### src/rtl/hazard_ctrl.sv
// Pipeline hazard / stall controller for the 5-stage MIPS core.
// Detects load-use hazards against the instruction in IF/ID. Flushes IF/ID on a
// taken branch. Freezes the back half of the pipe while a multi-cycle data-memory
// access completes. Also keeps a saturating count of cycles in which the PC
// did not advance.
module hazard_ctrl #(
    parameter int MEM_LAT = 3,   // data-memory latency in cycles, 1..16 (1 = no wait state)
    parameter int CNT_W   = 16   // stall performance counter width
) (
    input  logic             clk_i,
    input  logic             rst_i,
    input  logic             idex_memread_i,
    input  logic [4:0]       idex_rtaddr_i,
    input  logic [4:0]       ifid_rsaddr_i,
    input  logic [4:0]       ifid_rtaddr_i,
    input  logic             ifid_uses_rt_i,
    input  logic             branch_taken_i,
    input  logic             exmem_memaccess_i,
    output logic             pc_write_o,
    output logic             ifid_write_o,
    output logic             ifid_flush_o,
    output logic             idex_bubble_o,
    output logic             pipe_hold_o,
    output logic [1:0]       state_o,
    output logic [CNT_W-1:0] stall_cnt_o
);

    // State encodings stay two bits wide to match existing debug tooling.
    localparam logic [1:0] ST_RUN      = 2'b00;
    localparam logic [1:0] ST_MEM_WAIT = 2'b10;

    // With MEM_LAT=1 the memory answers in the access cycle, so the wait path is dead.
    localparam bit         HAS_WAIT  = (MEM_LAT >= 2);
    // The first wait cycle is spent in RUN. wcnt therefore counts only the
    // remaining held cycles after the move into MEM_WAIT.
    localparam logic [3:0] WAIT_INIT = HAS_WAIT ? 4'(MEM_LAT - 2) : 4'd0;

    logic [1:0]       state_q, state_d;
    logic [3:0]       wcnt_q, wcnt_d;
    logic [CNT_W-1:0] stall_cnt_q, stall_cnt_d;

    logic lu;   // load-use hazard on the instruction in IF/ID
    logic mh;   // memory hold: the back of the pipe must freeze this cycle

    // Load-use: a load in EX writes a register that the instruction in ID reads.
    // $zero is never a real dependency.
    always_comb begin
        lu = 1'b0;
        if (idex_memread_i && (idex_rtaddr_i != 5'd0)) begin
            if (idex_rtaddr_i == ifid_rsaddr_i)
                lu = 1'b1;
            else if (ifid_uses_rt_i && (idex_rtaddr_i == ifid_rtaddr_i))
                lu = 1'b1;
        end
    end

    // Memory hold. In MEM_WAIT with wcnt==0 the data arrives: that is the
    // release cycle. exmem_memaccess_i is still the same lw/sw then, so it is ignored.
    always_comb begin
        mh = 1'b0;
        case (state_q)
            ST_RUN:      mh = exmem_memaccess_i && HAS_WAIT;
            ST_MEM_WAIT: mh = (wcnt_q != 4'd0);
            default:     mh = 1'b0;
        endcase
    end

    // Pipeline controls, fixed priority: memory hold > load-use > taken branch.
    // A branch that loses to a stall is re-resolved in ID once the stall clears.
    always_comb begin
        pc_write_o    = 1'b1;
        ifid_write_o  = 1'b1;
        ifid_flush_o  = 1'b0;
        idex_bubble_o = 1'b0;
        pipe_hold_o   = 1'b0;
        if (!rst_i) begin
            if (mh) begin
                pipe_hold_o  = 1'b1;
                pc_write_o   = 1'b0;
                ifid_write_o = 1'b0;
            end else if (lu) begin
                pc_write_o    = 1'b0;
                ifid_write_o  = 1'b0;
                idex_bubble_o = 1'b1;
            end else if (branch_taken_i) begin
                ifid_flush_o = 1'b1;
            end
        end
    end

    // Next-state logic for the memory-wait FSM and its countdown.
    always_comb begin
        state_d = state_q;
        wcnt_d  = wcnt_q;
        case (state_q)
            ST_RUN: begin
                if (exmem_memaccess_i && HAS_WAIT) begin
                    state_d = ST_MEM_WAIT;
                    wcnt_d  = WAIT_INIT;
                end
            end
            ST_MEM_WAIT: begin
                if (wcnt_q != 4'd0) begin
                    wcnt_d = wcnt_q - 4'd1;
                end else begin
                    state_d = ST_RUN;
                end
            end
            default: begin
                // Unused encodings fall back to RUN.
                state_d = ST_RUN;
                wcnt_d  = 4'd0;
            end
        endcase
    end

    // Stall counter: counts every cycle the PC is frozen and sticks at all-ones.
    always_comb begin
        stall_cnt_d = stall_cnt_q;
        if (!pc_write_o && (stall_cnt_q != {CNT_W{1'b1}}))
            stall_cnt_d = stall_cnt_q + 1'b1;
    end

    // State registers. A reset drops any wait that is in progress.
    always_ff @(posedge clk_i) begin
        if (rst_i) begin
            state_q     <= ST_RUN;
            wcnt_q      <= 4'd0;
            stall_cnt_q <= '0;
        end else begin
            state_q     <= state_d;
            wcnt_q      <= wcnt_d;
            stall_cnt_q <= stall_cnt_d;
        end
    end

    assign state_o     = state_q;
    assign stall_cnt_o = stall_cnt_q;

endmodule

### config.mk
export PLATFORM = sky130hd
export DESIGN_NAME = hazard_ctrl
export DESIGN_NICKNAME = d
export VERILOG_FILES = /design/src/rtl/hazard_ctrl.sv
export SDC_FILE = /design/constraint.sdc
export NUM_CORES = 1
export LEC_CHECK = 0
export CAP_MARGIN = 20
export CELL_PAD_IN_SITES_DETAIL_PLACEMENT = 2
export CELL_PAD_IN_SITES_GLOBAL_PLACEMENT = 2
export CORE_MARGIN = 1.5
export CORE_UTILIZATION = 25
export CTS_CLUSTER_SIZE = 8
export DETAILED_ROUTE_END_ITERATION = 7
export PLACE_DENSITY = 0.87
export SLEW_MARGIN = 15
export SYNTH_ARGS = -nofsm -noshare
export SYNTH_HDL_FRONTEND = slang
export SYNTH_SLANG_ARGS = --single-unit
export TNS_END_PERCENT = 100
### constraint.sdc
create_clock -name clk_i -period 2.1 [get_ports clk_i]
set_input_delay 0.21 -clock clk_i [delete_from_list [all_inputs] [get_ports clk_i]]
set_output_delay 0.21 -clock clk_i [all_outputs]
set_load 0.1 [all_outputs]
==> impl_metrics.tcl <==
set metrics [dict create \
    status "completed" \
    postRouteAntennaNets 0 \
    cts_sinks 21 \
    min_period_ps 2050 \
    start_util_pct 26.6 \
    core-area_sq_um 4850 \
    final_cell_mix "buf_4 (29), nor2_1 (15), dfxtp_4 (11)" \
    grt_antenna_before_repair 0 \
    min_path_cells 2 \
    slew_viol_final 0 \
    rows 25 \
    multi_input_area_sq_um 907 \
    cp.arrival_ps 1840 \
    grt_usage_pct 17.8 \
    setup_ws_ps 49.2 \
    drive_gt1_share_pct 41.1 \
    worstSetupStartpointType "input pin" \
    power_mw 1.14 \
    routedWlPerCell_um 18.1 \
    p_seq_share_pct 37.2 \
    max_freq_mhz 488 \
    setup_tns_ps 0 \
    peakVddDrop_mv 0.340 \
    drcViolationCount 0 \
    power.leakage_nw 0.772 \
    yosysSeqAreaShare_pct 32.6 \
    synth_edf_count 0 \
    place_ws_ps -336 \
    cts_tree "yes" \
    place_congestion 0.753 \
    die_w_um 74.8 \
    cts_hold_buf 0 \
    place_hpwl_um 3460 \
    wirelength_um 5000 \
    syn_area_sq_um 1290 \
    hold_violations 0 \
    grt_max_degree 27 \
    die_y_um 74.8 \
    rsz0062_at_grt "yes" \
    io_buffers 42 \
    worstSetupEndpointType "output pin" \
    power.switching_mw 0.433 \
    ios 44 \
    dp_cells 270 \
    syn_inst 155 \
    instances_no_fill 276 \
    placement.cell_area_sq_um 1910 \
    synth_fp_nets 178 \
    rr_worst_depth 8 \
    worstPathMaxFanout 3 \
    setup_viol 0 \
    pwr-share-comb_pct 38.4 \
    synthArstFlopShare_pct 0 \
    final_net_count 233 \
    areaGrowthSynthToFinish_pct 61.9 \
    cts_buffers 3 \
    min_path_type "flop to flop" \
    cts_root_buffer "clkbuf_8" \
    layout_commonest_cell "buf_4" \
    ys_ff_latch 21 \
    ys_warn_count 0 \
    grt_pass1_wl_um 7460 \
    fin_skew_ps 4.41 \
    antennaDiodeCount 0 \
    synth_ff_type "dfxtp_1" \
    switching_share_pct 37.8 \
    clock_power_share_pct 24.3 \
    grt_pass1_vias 1491 \
    seq_area_sq_um 469 \
    critical_path_class "input pin to output pin" \
    via_count 1444 \
    clock_latency_ps 270 \
    ys_types 40 \
    htree_levels 1 \
    max_cap_viol_count 0 \
    p_int_mw 0.711 \
    crit_required_ps 1890 \
    avgSynthCellArea_sq_um 8.32 \
    powerDensity_nw_per_um2 548 \
    overflow 0 \
    clkTransAtPathRegs_ps 80 \
    drt_pass1_iterations 4 \
    fillers 528 \
    first_iter_violations 34 \
    finalCritPeriodShare_pct 97.7 \
    cts_buffer_depth 2 \
    die-area_sq_um 5600 \
    design_area_sq_um 2090 \
    vias_per_cell 5.23 \
]
-- layout make-up --
cell class,count,share of cell area (%)
Multi-Input combinational cell,119,43.4
Timing Repair Buffer,57,26.5
Sequential cell,21,22.5
Tap cell,67,4.01
Clock buffer,4,2.16
Inverter,8,1.44
-- stage by stage --
step / utilization, % / hold slack [ps]
final: 43.1 / 518
after global routing: 43.1 / 546
after CTS: 41.0 / 512
after detailed placement: 39.4 / 498
after global placement: 39.4 / 485
after floorplan: - / 408
-- cells in the mapped netlist (all sizes together) (2+ instances only) --
library cell	count	area (sq um)
mux2i	3	30.0
o31ai	6	45.0
buf	4	37.5
clkbuf	3	11.3
nand3	8	40.0
nor2b	2	12.5
o21ai	7	38.8
nand4	7	43.8
or4	8	60.1
a21oi	15	86.3
nand2	6	22.5
or3	5	31.3
ha	2	25.0
nand4b	3	26.3
nor2	15	56.3
a211oi	2	20.0
o22ai	2	26.3
xnor2	11	96.3
dfxtp	21	420
nor3	5	25.0
inv	8	30.0
-- what timing repair did --
item	CTS	global route
buffers inserted	1	1
resized for setup	11	26
endpoints found under the setup margin	11	12
pin swaps	6	13
-- cells by family after synthesis --
family          after synthesis  synth area share [%]
buf+inv                      15                  6.11
xor+xnor                     12                  8.15
simple gates                 66                  29.2
other cells                   1                 0.291
fa+ha+maj                     2                  1.94
flops                        21                  32.6
compound gates               34                  18.2
mux                           4                  3.49
-- power groups by stage --
stage,clock [mW],combinational (mW),sequential (mW)
after detailed placement,0,0.405,0.435
final,0.279,0.440,0.426
after global routing,0.310,0.462,0.430
after global placement,0,0.393,0.435
after CTS,0.290,0.415,0.426
after floorplan,0,0.193,0.506
-- final timing paths --
kind,startpoint,slack [ps],to
setup / recovery,idex_rtaddr_i[2],50,ifid_flush_o
hold / removal,stall_cnt_o[10]$_SDFFE_PP0P_,520,stall_cnt_o[10]$_SDFFE_PP0P_
setup reg to reg,stall_cnt_o[0]$_SDFFE_PP0P_,110,stall_cnt_o[1]$_SDFFE_PP0P_
hold reg to reg,stall_cnt_o[10]$_SDFFE_PP0P_,520,stall_cnt_o[10]$_SDFFE_PP0P_
-- worst max-delay path, stage by stage --
cell and delay (ps):
clkdlybuf4s15_1 230, or4_4 550, o21ai_4 170, inv_2 70, a21boi_4 200, and3b_4 230, buf_12 170
-- flip-flops by register name, indices dropped and copies added (netlist names) --
| signal | count |
|---|---|
| stall_cnt_o | 16 |
| state_o | 1 |
| wcnt_q | 4 |
-- per-layer routing --
metal / vias up / wire length [um] / GRT usage [%]
met4: 0 / 59 / 2.63
met3: 9 / 153 / 3.21
met5: - / 0 / 0
met2: 25 / 2640 / 32.4
met1: 732 / 2150 / 22.2
li1: 678 / - / -
(Power assumes the default switching activity.)
